==> config.mk <==
export PLATFORM = sky130hd
export DESIGN_NAME = mem_port_arbiter
export DESIGN_NICKNAME = d
export VERILOG_FILES = /design/src/rtl/mem_arb_pkg.sv /design/src/rtl/mem_port_arbiter_rr.sv /design/src/rtl/mem_port_arbiter.sv
export SDC_FILE = /design/constraint.sdc
export NUM_CORES = 1
export LEC_CHECK = 0
export BUFFER_PORTS_ARGS = -buffer_cell sky130_fd_sc_hd__buf_4
export CAP_MARGIN = 30
export CORE_MARGIN = 10
export CORE_UTILIZATION = 50
export CTS_BUF_LIST = sky130_fd_sc_hd__clkbuf_16
export DETAILED_ROUTE_END_ITERATION = 8
export MAX_ROUTING_LAYER = met4
export PLACE_DENSITY = 0.79
export SYNTH_ARGS = -nofsm -noshare
export SYNTH_HDL_FRONTEND = slang
export SYNTH_HIERARCHICAL = 1
export SYNTH_SLANG_ARGS = --single-unit
==> constraint.sdc <==
create_clock -name clk -period 5 [get_ports clk]
set_clock_uncertainty 0.1 [all_clocks]
set_input_delay 0.75 -clock clk [delete_from_list [all_inputs] [get_ports clk]]
set_output_delay 0.75 -clock clk [all_outputs]
set_load 0.05 [all_outputs]
==> src/rtl/mem_arb_pkg.sv <==
// Shared types for the memory-port arbiter: FSM states, requester ids and
// the default ready-timeout.
package mem_arb_pkg;

    typedef enum logic [2:0] {
        IDLE,
        MAR,
        WDATA,
        ACCESS,
        RESP
    } state_t;

    typedef enum logic {
        PORT_FETCH,
        PORT_DATA
    } port_t;

    localparam int unsigned DEFAULT_TIMEOUT = 16;

endpackage

==> src/rtl/mem_port_arbiter_rr.sv <==
// Two-requester round-robin picker; remembers which port was served last
// so a tie goes to the other port.
module rr_arb2
    import mem_arb_pkg::*;
(
    input  logic  clk,
    input  logic  rst,
    input  logic  req_f_i,
    input  logic  req_d_i,
    input  logic  update_i,
    input  port_t served_i,
    output logic  gnt_valid_o,
    output port_t gnt_port_o
);

    port_t last_q;

    always_ff @(posedge clk or posedge rst) begin
        if (rst) begin
            last_q <= PORT_DATA;
        end else if (update_i) begin
            last_q <= served_i;
        end
    end

    always_comb begin
        gnt_valid_o = req_f_i | req_d_i;
        gnt_port_o  = PORT_FETCH;
        if (req_f_i && req_d_i) begin
            gnt_port_o = (last_q == PORT_DATA) ? PORT_FETCH : PORT_DATA;
        end else if (req_d_i) begin
            gnt_port_o = PORT_DATA;
        end
    end

endmodule

==> src/rtl/mem_port_arbiter.sv <==
// Shares one MAR/MDR memory path between instruction fetch and load/store,
// sequencing memory_control strobes and returning data with a done pulse.
module mem_port_arbiter
    import mem_arb_pkg::*;
#(
    parameter int unsigned TIMEOUT_CYC = DEFAULT_TIMEOUT,
    parameter int unsigned DW          = 16,
    parameter int unsigned AW          = 16
) (
    input  logic          clk,
    input  logic          rst,
    input  logic          f_req,
    input  logic [AW-1:0] f_addr,
    output logic          f_done,
    output logic [DW-1:0] f_rdata,
    input  logic          d_req,
    input  logic          d_we,
    input  logic [AW-1:0] d_addr,
    input  logic [DW-1:0] d_wdata,
    output logic          d_done,
    output logic [DW-1:0] d_rdata,
    output logic [DW-1:0] mc_from_bus,
    output logic          mc_ld_mar,
    output logic          mc_ld_mdr,
    output logic          mc_mio_en,
    output logic          mc_rw,
    input  logic [DW-1:0] mc_bus_out,
    input  logic          mc_ready,
    output logic          busy,
    output logic          timeout_err
);

    localparam int unsigned CW = $clog2(TIMEOUT_CYC) + 1;

    state_t        state_q;
    port_t         port_q;
    logic          we_q;
    logic [AW-1:0] addr_q;
    logic [DW-1:0] wdata_q;
    logic [CW-1:0] cnt_q;
    logic          to_q;
    logic [DW-1:0] f_rdata_q;
    logic [DW-1:0] d_rdata_q;

    logic          gnt_valid;
    port_t         gnt_port;
    logic          in_resp;
    logic          take_rdata;
    logic [DW-1:0] rdata_resp;

    rr_arb2 u_rr (
        .clk        (clk),
        .rst        (rst),
        .req_f_i    (f_req),
        .req_d_i    (d_req),
        .update_i   (in_resp),
        .served_i   (port_q),
        .gnt_valid_o(gnt_valid),
        .gnt_port_o (gnt_port)
    );

    assign in_resp    = (state_q == RESP);
    assign take_rdata = in_resp && (!we_q || to_q);
    assign rdata_resp = to_q ? '0 : mc_bus_out;

    always_ff @(posedge clk or posedge rst) begin
        if (rst) begin
            state_q   <= IDLE;
            port_q    <= PORT_DATA;
            we_q      <= 1'b0;
            addr_q    <= '0;
            wdata_q   <= '0;
            cnt_q     <= '0;
            to_q      <= 1'b0;
            f_rdata_q <= '0;
            d_rdata_q <= '0;
        end else begin
            case (state_q)
                IDLE: begin
                    if (gnt_valid) begin
                        port_q  <= gnt_port;
                        we_q    <= (gnt_port == PORT_DATA) && d_we;
                        addr_q  <= (gnt_port == PORT_DATA) ? d_addr : f_addr;
                        wdata_q <= d_wdata;
                        to_q    <= 1'b0;
                        state_q <= MAR;
                    end
                end
                MAR: begin
                    cnt_q   <= '0;
                    state_q <= we_q ? WDATA : ACCESS;
                end
                WDATA: begin
                    cnt_q   <= '0;
                    state_q <= ACCESS;
                end
                ACCESS: begin
                    if (mc_ready) begin
                        state_q <= RESP;
                    end else if (cnt_q == CW'(TIMEOUT_CYC - 1)) begin
                        to_q    <= 1'b1;
                        state_q <= RESP;
                    end else begin
                        cnt_q <= cnt_q + CW'(1);
                    end
                end
                RESP: begin
                    if (take_rdata) begin
                        if (port_q == PORT_FETCH) f_rdata_q <= rdata_resp;
                        else                      d_rdata_q <= rdata_resp;
                    end
                    state_q <= IDLE;
                end
                default: state_q <= IDLE;
            endcase
        end
    end

    // Read data is presented through during RESP so it is valid alongside done.
    always_comb begin
        f_rdata = f_rdata_q;
        d_rdata = d_rdata_q;
        if (take_rdata && port_q == PORT_FETCH) f_rdata = rdata_resp;
        if (take_rdata && port_q == PORT_DATA)  d_rdata = rdata_resp;
    end

    always_comb begin
        mc_from_bus = '0;
        mc_ld_mar   = 1'b0;
        mc_ld_mdr   = 1'b0;
        mc_mio_en   = 1'b0;
        mc_rw       = 1'b0;
        case (state_q)
            MAR: begin
                mc_from_bus = DW'(addr_q);
                mc_ld_mar   = 1'b1;
            end
            WDATA: begin
                mc_from_bus = wdata_q;
                mc_ld_mdr   = 1'b1;
            end
            ACCESS: begin
                mc_mio_en = 1'b1;
                mc_rw     = we_q;
                mc_ld_mdr = !we_q && mc_ready;
            end
            default: ;
        endcase
    end

    assign busy        = (state_q != IDLE);
    assign f_done      = in_resp && (port_q == PORT_FETCH);
    assign d_done      = in_resp && (port_q == PORT_DATA);
    assign timeout_err = in_resp && to_q;

endmodule

=== Yosys cells after proc, flatten, opt, wreduce, memory -nomap -nowiden ===
Cells that the tools add are included.

* Register bits: 76
* Input port bits: 70
* Output and inout bits: 56

* Add/sub/neg operators: 1
* Eq/ne operators: 10
* Muxes and demuxes: 24
* Bitwise operators: 2
* Reduce and logical (&&, ||, !) cells: 22

{| class="wikitable"
|+ Operators with widths
! operator !! count
|-
| $mux 16 || 4
|-
| $pmux 16 s2 || 1
|-
| $pmux 3 s4 || 1
|-
| $mux 1 || 10
|-
| $mux 5 || 2
|-
| $pmux 5 s2 || 1
|-
| $logic_and 1x1->1 || 9
|-
| $mux 3 || 3
|-
| $reduce_and 3->1 || 3
|-
| $ne 2x2->1 const B || 4
|-
| $eq 3x2->1 const B || 2
|-
| $add 5x1->5 const B || 1
|-
| $eq 5x4->1 const B || 1
|-
| $pmux 1 s2 || 2
|-
| $reduce_and 2->1 || 2
|-
| $reduce_and 4->1 || 1
|-
| $reduce_bool 2->1 || 2
|-
| $eq 3x1->1 const B || 1
|-
| $eq 3x3->1 const B || 1
|-
| $logic_not 3->1 || 1
|-
| $ne 3x3->1 const B || 1
|-
| $reduce_bool 3->1 || 1
|-
| $reduce_or 2->1 || 1
|-
| $logic_not 1->1 || 1
|-
| other kinds (3) || 3
|}

=== Logic depth before layout (Yosys ltp) ===
Gate-level depths: netlist (run 1).

* Depth in word-level cells: 5
* Gate-level depth with buffers: 7
* Gate-level depth less buffers: 7

=== Modules after synthesis ===
Netlist (run 1), hierarchy kept.

{| class="wikitable"
|+ Modules (own cells, without submodules)
! module !! times used !! cells an instance !! area each (sq um) !! sequential area each (sq um)
|-
| mem_port_arbiter || 1 || 310 || 3832.4 || 1878.1
|-
| rr_arb2 || 1 || 5 || 58.8 || 26.3
|}

=== Worst setup path before layout (run 1) ===
No wires, ideal clock.

* Path type: reg2out
* Start point: register state_q[2]
* End point: output port mc_from_bus[10]
* Arrival: 1763 ps
* Data required time: 4150 ps
* Setup slack: 2387 ps
* Stages on the path, launching flop included: 5
* Path through: dfrtp_1 > buf_2 > nor3b_2 > buf_4 > a22o_1

* Cells in the longest elaborated chain, start to end: 2
* Elaborated cells between the ends (all ways): 3
* Those cells by class: 2 x eq/ne; 1 x mux

{| class="wikitable"
|+ RTL lines
! item !! RTL line !! source
|-
| start, declared || mem_port_arbiter.sv:35 || <nowiki>state_t state_q;</nowiki>
|-
| start signal, assigned || mem_port_arbiter.sv:91 || <nowiki>state_q <= we_q ? WDATA : ACCESS;</nowiki>
|-
| $eq 3x2->1 / $eq 3x1->1 (equally long branches) || mem_port_arbiter.sv:133 || <nowiki>case (state_q)</nowiki>
|-
| $pmux 16 s2 * || mem_port_arbiter.sv:133 ||
|-
| end, declared || mem_port_arbiter.sv:22 || <nowiki>output logic [DW-1:0] mc_from_bus,</nowiki>
|}

Mark *: on every way between the ends. The rest lies on a longest branch, timed or not.

=== Worst setup path in the final report (run 1) ===
* Start point: register to_q
* End point: output port f_rdata[10]

* Cells in the longest elaborated chain, start to end: 4
* Elaborated cells between the ends (all ways): 5
* Those cells by class: 2 x mux; 3 x reduce/logical

{| class="wikitable"
|+ RTL lines
! item !! RTL line !! source
|-
| start, declared || mem_port_arbiter.sv:41 || <nowiki>logic to_q;</nowiki>
|-
| start signal, assigned || mem_port_arbiter.sv:74 || <nowiki>to_q <= 1'b0;</nowiki>
|-
| start signal, assigned || mem_port_arbiter.sv:85 || <nowiki>to_q <= 1'b0;</nowiki>
|-
| start signal, assigned || mem_port_arbiter.sv:101 || <nowiki>to_q <= 1'b1;</nowiki>
|-
| $logic_or 1x1->1 || mem_port_arbiter.sv:63 || <nowiki>assign take_rdata = in_resp && (!we_q || to_q);</nowiki>
|-
| $logic_and 1x1->1 || mem_port_arbiter.sv:63 ||
|-
| $logic_and 1x1->1 || mem_port_arbiter.sv:123 || <nowiki>if (take_rdata && port_q == PORT_FETCH) f_rdata = rdata_resp;</nowiki>
|-
| $mux 16 * || mem_port_arbiter.sv:123 ||
|-
| end, declared || mem_port_arbiter.sv:15 || <nowiki>output logic [DW-1:0] f_rdata,</nowiki>
|}

Marks and branches as above.

==> results of run 1 <==
[cells by family (layout without fill, tap and decap cells)]
kind of cell	after synthesis	after routing
adders and majority gates	2	2
muxes	99	99
buffers and inverters	28	157
AOI/OAI and AO/OA	47	47
DFF	76	76
and+or+nand+nor	63	63
[area by class of cell]
type / count / area (um^2) / area share
sequential: 76 / 1904 / 0.3643
multi-input combinational: 211 / 1853 / 0.3545
timing repair buffer: 133 / 1035 / 0.1979
clock buffer: 9 / 225.2 / 0.04308
tap: 102 / 127.6 / 0.02441
clock inverter: 7 / 52.55 / 0.01005
inverter: 8 / 30.03 / 0.005744
[worst register-to-register path: cells and delay by family, from the launching register on]
family                 cells  cell delay, ns
flip-flops                 1            0.74
multiplexers               1            0.27
buffers and inverters      2            0.46
AND/OR/NAND/NOR            2            0.55
[where the power goes]
| part | switching [mW] | total [mW] | internal, mW |
|---|---|---|---|
| clock | 0.228 | 0.604 | 0.375 |
| combinational | 1.40 | 2.24 | 0.842 |
| sequential | 0.201 | 1.12 | 0.916 |
| total | 1.83 | 3.96 | 2.13 |
[placed cells by master, fill, tap and decap left out, types with 2 or more instances in the layout]
cell type and n:
nor3b_2 2, or2_2 2, mux2_1 2, clkinv_1 2
nor2b_1 18, a22o_1 16, clkbuf_16 9, dfrtp_1 74
nor2_1 20, buf_4 130, or4_1 2, nand2_1 3
nand3_1 3, o21ai_0 6, mux2i_1 17, ha_1 2
a21oi_1 16, inv_1 11, and3_1 3, mux2_2 79
dfstp_2 2
[layer usage]
metal,vias to the layer above,share of wire
li1,1388,-
met1,1338,0.45
met2,102,0.45
met3,11,0.084
met4,0,0.014
met5,-,0
[state kept, by name, summed over array words and instances, names as in the netlist]
| register | count |
|---|---|
| d_rdata_q | 16 |
| to_q | 1 |
| state_q | 3 |
| addr_q | 16 |
| cnt_q | 5 |
| f_rdata_q | 16 |
| wdata_q | 16 |
| u_rr/last_q | 1 |
| port_q | 1 |
| we_q | 1 |
[through the flow]
stage / area (um^2) / total power [mW] / hold slack, ns
after floorplan: 3891 / 2.766 / 0.3585
after global placement: 4891 / 3.321 / 0.3807
after detailed placement: 4950 / 3.385 / 0.3852
after CTS: 5228 / 4.005 / 0.3299
after global routing: 5228 / 4.179 / 0.3302
final: 5228 / 3.959 / 0.3427
[synth_stat cells]
cell,n
o211a_1,1
and2_1,1
or2_2,2
nor3_1,1
dfstp_2,2
nor4b_4,1
mux2_4,1
buf_2,14
mux2_2,79
or3_1,1
nor2b_1,18
nor3b_2,2
nand3b_4,1
nand4b_2,1
inv_1,8
o21ai_0,6
o31ai_1,1
ha_1,2
clkbuf_1,2
nand2b_1,1
dfrtp_1,74
nor2_1,20
or4_1,2
nand4_2,1
a21boi_0,1
a22o_1,16
nand3_1,3
mux2i_1,17
mux2_1,2
buf_4,4
o21bai_1,1
a31o_2,1
a21oi_1,16
a211o_1,1
nand2_1,3
nor2_2,1
o211ai_2,1
nor4bb_1,1
and3_1,3
a211oi_1,1
a32o_1,1
[worst min path at each step]
stage	start	endpoint	slack, ns	depth (start not counted)
after floorplan	d_rdata_q[0]	d_rdata_q[0]	0.36	1
after detailed placement	d_rdata_q[15]	d_rdata_q[15]	0.39	1
final	rst	u_rr/last_q	0.34	2
after CTS	rst	u_rr/last_q	0.33	2
after global placement	d_rdata_q[6]	d_rdata_q[6]	0.38	1
after global routing	rst	u_rr/last_q	0.33	2
==> results_dict.tcl, run 1 <==
set metrics [dict create \
    synth.distinct_cells 41 \
    setup_slack_ns 1.754 \
    netlist_top_cells_area "dfrtp_1 (48%), mux2_2 (23%), mux2i_1 (4.4%)" \
    setup_viol 0 \
    worstRegToRegCells 5 \
    initial_core_util 0.5088 \
    first_pass_iters 4 \
    yosysTopAreaCell "dfrtp_1" \
    routed_wl_um 9221 \
    crit_chain "nand2b_1 > nand4b_2 > buf_16 > mux2_2 > buf_4" \
    ctsResizeCount 0 \
    die_h_um 108.2 \
    relSlewSlack 0.3904 \
    grt_max_degree 52 \
    synth-simple-area-share 0.1019 \
    crit_path_top_delay_cell "dfrtp_1" \
    cpPeakStageDelay_ns 0.74 \
    synth_fa_ha_area_frac 0.006431 \
    critPathKind "reg -> out" \
    grtUsageMet3 0.05770 \
    clk_pin_slew_ns 0.05 \
    arrival_ns 2.40 \
    place_ws_ns 2.063 \
    io_buffers 125 \
    dp.cells 530 \
    cellLeakagePower_nw 2.461 \
    grt_pass1_vias 3021 \
    drv_slew 0 \
    ir_drop_mv 0.4189 \
    die_x_um 108.2 \
    crit_cells 5 \
    critPathTopFamily "flip-flops" \
    route.detailed.drc 0 \
    groute.usage.overall 0.1640 \
    synth_area_per_cell_um2 12.35 \
    r2r_slack_ns 2.76 \
    met2_usage 0.2397 \
    fmax_mhz 308.1 \
    clock-root-buffer "clkbuf_16" \
    syn-instance-count 315 \
    critPathMaxFanout 24 \
    overflow 0 \
    dieArea_um2 11710 \
    antenna_cells 0 \
    drive_above_1_share 0.5360 \
    htreeDepth 3 \
    netlist_area_um2 3891 \
    period_minus_slack_ns 3.246 \
    vias 2839 \
    setup_tns_ns 0 \
    status "finished clean" \
    fin_nets 511 \
    synth_top_cell_area_share 0.4759 \
    viasPerCell 5.200 \
    numCtsBuffers 9 \
    synth_top_family_by_area "multiplexers" \
    met1_usage 0.2027 \
    rows 32 \
    finalCritPeriodShare 0.6491 \
    boundaryPins 126 \
    post-route-util 0.6836 \
    r2r_start "to_q" \
    drt-initial-drc-count 59 \
    place.gp.congestion 0.7904 \
    antenna_found_initial 0 \
    drv_cap 0 \
    syn2layout_area_growth_pct 34.34 \
    yosys.area_share.xor_xnor 0 \
    p_per_area_nw_per_um2 757.3 \
    synth_nets 387 \
    post-cts-setup-buffers 0 \
    worstSetupStartpointType "flip-flop" \
    fillers 576 \
    busiest_layer "met2" \
    tightestPinTransition_ns 0.9131 \
    worstSetupStartpoint "to_q" \
    r2r-end "f_rdata_q[10]" \
    place_hpwl_um 6822 \
    hold_violations 0 \
    endpoint_kind "output port" \
    synth_compound_area_frac 0.08489 \
    insertion_delay_ns 0.33 \
    rsz0062_at_grt "false" \
    core-area_um2 7647 \
    ys_ff_latch 76 \
    ant_nets 0 \
    endpoint "f_rdata[10]" \
    wl_per_cell_um 16.89 \
    yosysSeqAreaShare 0.4894 \
    grt_pass1_wl_um 14970 \
    yosys-mux-area-fraction 0.2820 \
    worstPathRequired_ns 4.15 \
    layout.cells.non_filler 546 \
    cts_sinks 76 \
    cp.buffers_inverters 2 \
    yosys_warnings 6 \
    hold_path_class "in -> async" \
    postCtsHoldBufs 0 \
    cts_buffer_depth 2 \
    cts_tree "built" \
]
(Power assumes the default switching activity.)
==> inputs of run 2 (changes only) <==
- clock period: 5 -> 3 ns (I/O delays scaled with it)
==> results_dict.tcl, run 2 (same netlist as run 1, synthesis figures left out) <==
set metrics [dict create \
    groute.usage.overall 0.1684 \
    vias 2884 \
    p_per_area_nw_per_um2 1272 \
    viasPerCell 5.272 \
    rows 32 \
    cp.buffers_inverters 2 \
    setup_tns_ns 0 \
    setup_viol 0 \
    dieArea_um2 11710 \
    cpMostUsedCell "buf_4" \
    ant_nets 0 \
    setup_slack_ns 0.2944 \
    status "finished clean" \
    worstSetupStartpointType "flip-flop" \
    numCtsBuffers 9 \
    r2r-end "cnt_q[3]" \
    clock-root-buffer "clkbuf_16" \
    r2r_slack_ns 0.85 \
    r2r_start "cnt_q[0]" \
    drv_cap 0 \
    rsz0062_at_grt "false" \
    overflow 0 \
    hold_path_class "in -> async" \
    finalCritPeriodShare 0.9019 \
    post-cts-setup-buffers 0 \
    hold_ws_ns 0.04882 \
    layout_commonest_cell "buf_4" \
    dpl_cell_area_um2 4933 \
    die_h_um 108.2 \
    ir_drop_mv 0.5970 \
    initial_core_util 0.5088 \
    worstPathRequired_ns 2.45 \
    boundaryPins 126 \
    crit_chain "nor2_2 > nand4_2 > buf_4 > mux2_2 > buf_4" \
    cts_buffer_depth 2 \
    wl_per_cell_um 17.42 \
    tightestPinTransition_ns 0.6340 \
    post-route-util 0.6823 \
    routed_wl_um 9530 \
    crit_path_top_delay_cell "dfrtp_1" \
    htreeDepth 3 \
    fin_nets 512 \
    fmax_mhz 369.6 \
    route.detailed.drc 0 \
    critPathKind "reg -> out" \
    cts_tree "built" \
    layout.cells.non_filler 547 \
    cpPeakStageDelay_ns 0.63 \
    drive_above_1_share 0.5438 \
    drt-initial-drc-count 77 \
    syn2layout_area_growth_pct 34.08 \
    grt_max_degree 52 \
    relSlewSlack 0.5767 \
    hold_violations 0 \
    drv_slew 0 \
    antenna_cells 0 \
    io_buffers 125 \
    period_minus_slack_ns 2.706 \
    critPathTopFamily "flip-flops" \
    endpoint_kind "output port" \
    insertion_delay_ns 0.32 \
    worstSetupStartpoint "state_q[0]" \
    grt_pass1_vias 3149 \
    fillers 587 \
    worstRegToRegCells 6 \
    ctsResizeCount 0 \
    cellLeakagePower_nw 2.445 \
    critPathMaxFanout 32 \
    design_area_um2 5218 \
    dp.cells 531 \
    cts_sinks 76 \
    grt_pass1_wl_um 15420 \
    postCtsHoldBufs 0 \
    most-common-layout-cells "buf_4 (133), mux2_2 (79), dfrtp_1 (74)" \
    die_x_um 108.2 \
    core-area_um2 7647 \
    arrival_ns 2.16 \
    first_pass_iters 4 \
    antenna_found_initial 0 \
    finalPower_mw 6.634 \
    place_hpwl_um 6925 \
    place_ws_ns 0.6303 \
    place.gp.congestion 0.7917 \
    clk_pin_slew_ns 0.06 \
]
run 2: changes by cell type in the layout (fill, tap and decap cells not counted), sizes merged:
cell      previous run  this run
buf                133       134
clkinvlp             0         1
clkinv               2         4
inv                 12         9
run 2: how the worst max path moves through the flow:
stage,endpoint,slack [ns],cells past startpoint
finish,d_rdata[6],0.29,5
global route,d_rdata[12],0.17,5
CTS,d_rdata[11],0.27,5
detailed placement,d_rdata[11],0.63,5
global placement,d_rdata[0],0.70,5
floorplan,addr_q[0],0.54,1
run 2: where the power goes:
group | total (mW) | internal, mW | switching (mW)
logic | 3.78 | 1.40 | 2.38
registers | 1.83 | 1.53 | 0.307
clock network | 1.03 | 0.632 | 0.394
run 2: final cells by class:
type                       count  area (um^2)  area share
clock buffer                   9        225.2     0.04317
clock inverter                 7        58.81     0.01127
inverter                       8        30.03    0.005755
multi-input combinational    211         1853      0.3552
sequential                    76         1904      0.3650
tap                          102        127.6     0.02446
timing repair buffer         134         1018      0.1952
run 2: layer usage:
metal | wire (um) | track usage | part of all wire | vias to the layer above
li1 | - | - | - | 1380
met1 | 4278 | 0.2087 | 0.45 | 1394
met2 | 4400 | 0.2560 | 0.46 | 100
met3 | 714 | 0.05116 | 0.075 | 10
met4 | 136 | 0.05725 | 0.014 | 0
met5 | 0 | - | 0 | -
run 2: worst reg2reg max path: stages (launching register included):
cell,delay [ns]
dfrtp_1,0.40
ha_1,0.22
and3_1,0.18
ha_1,0.21
o211a_1,0.29
or4_1,0.54
o211ai_2,0.14
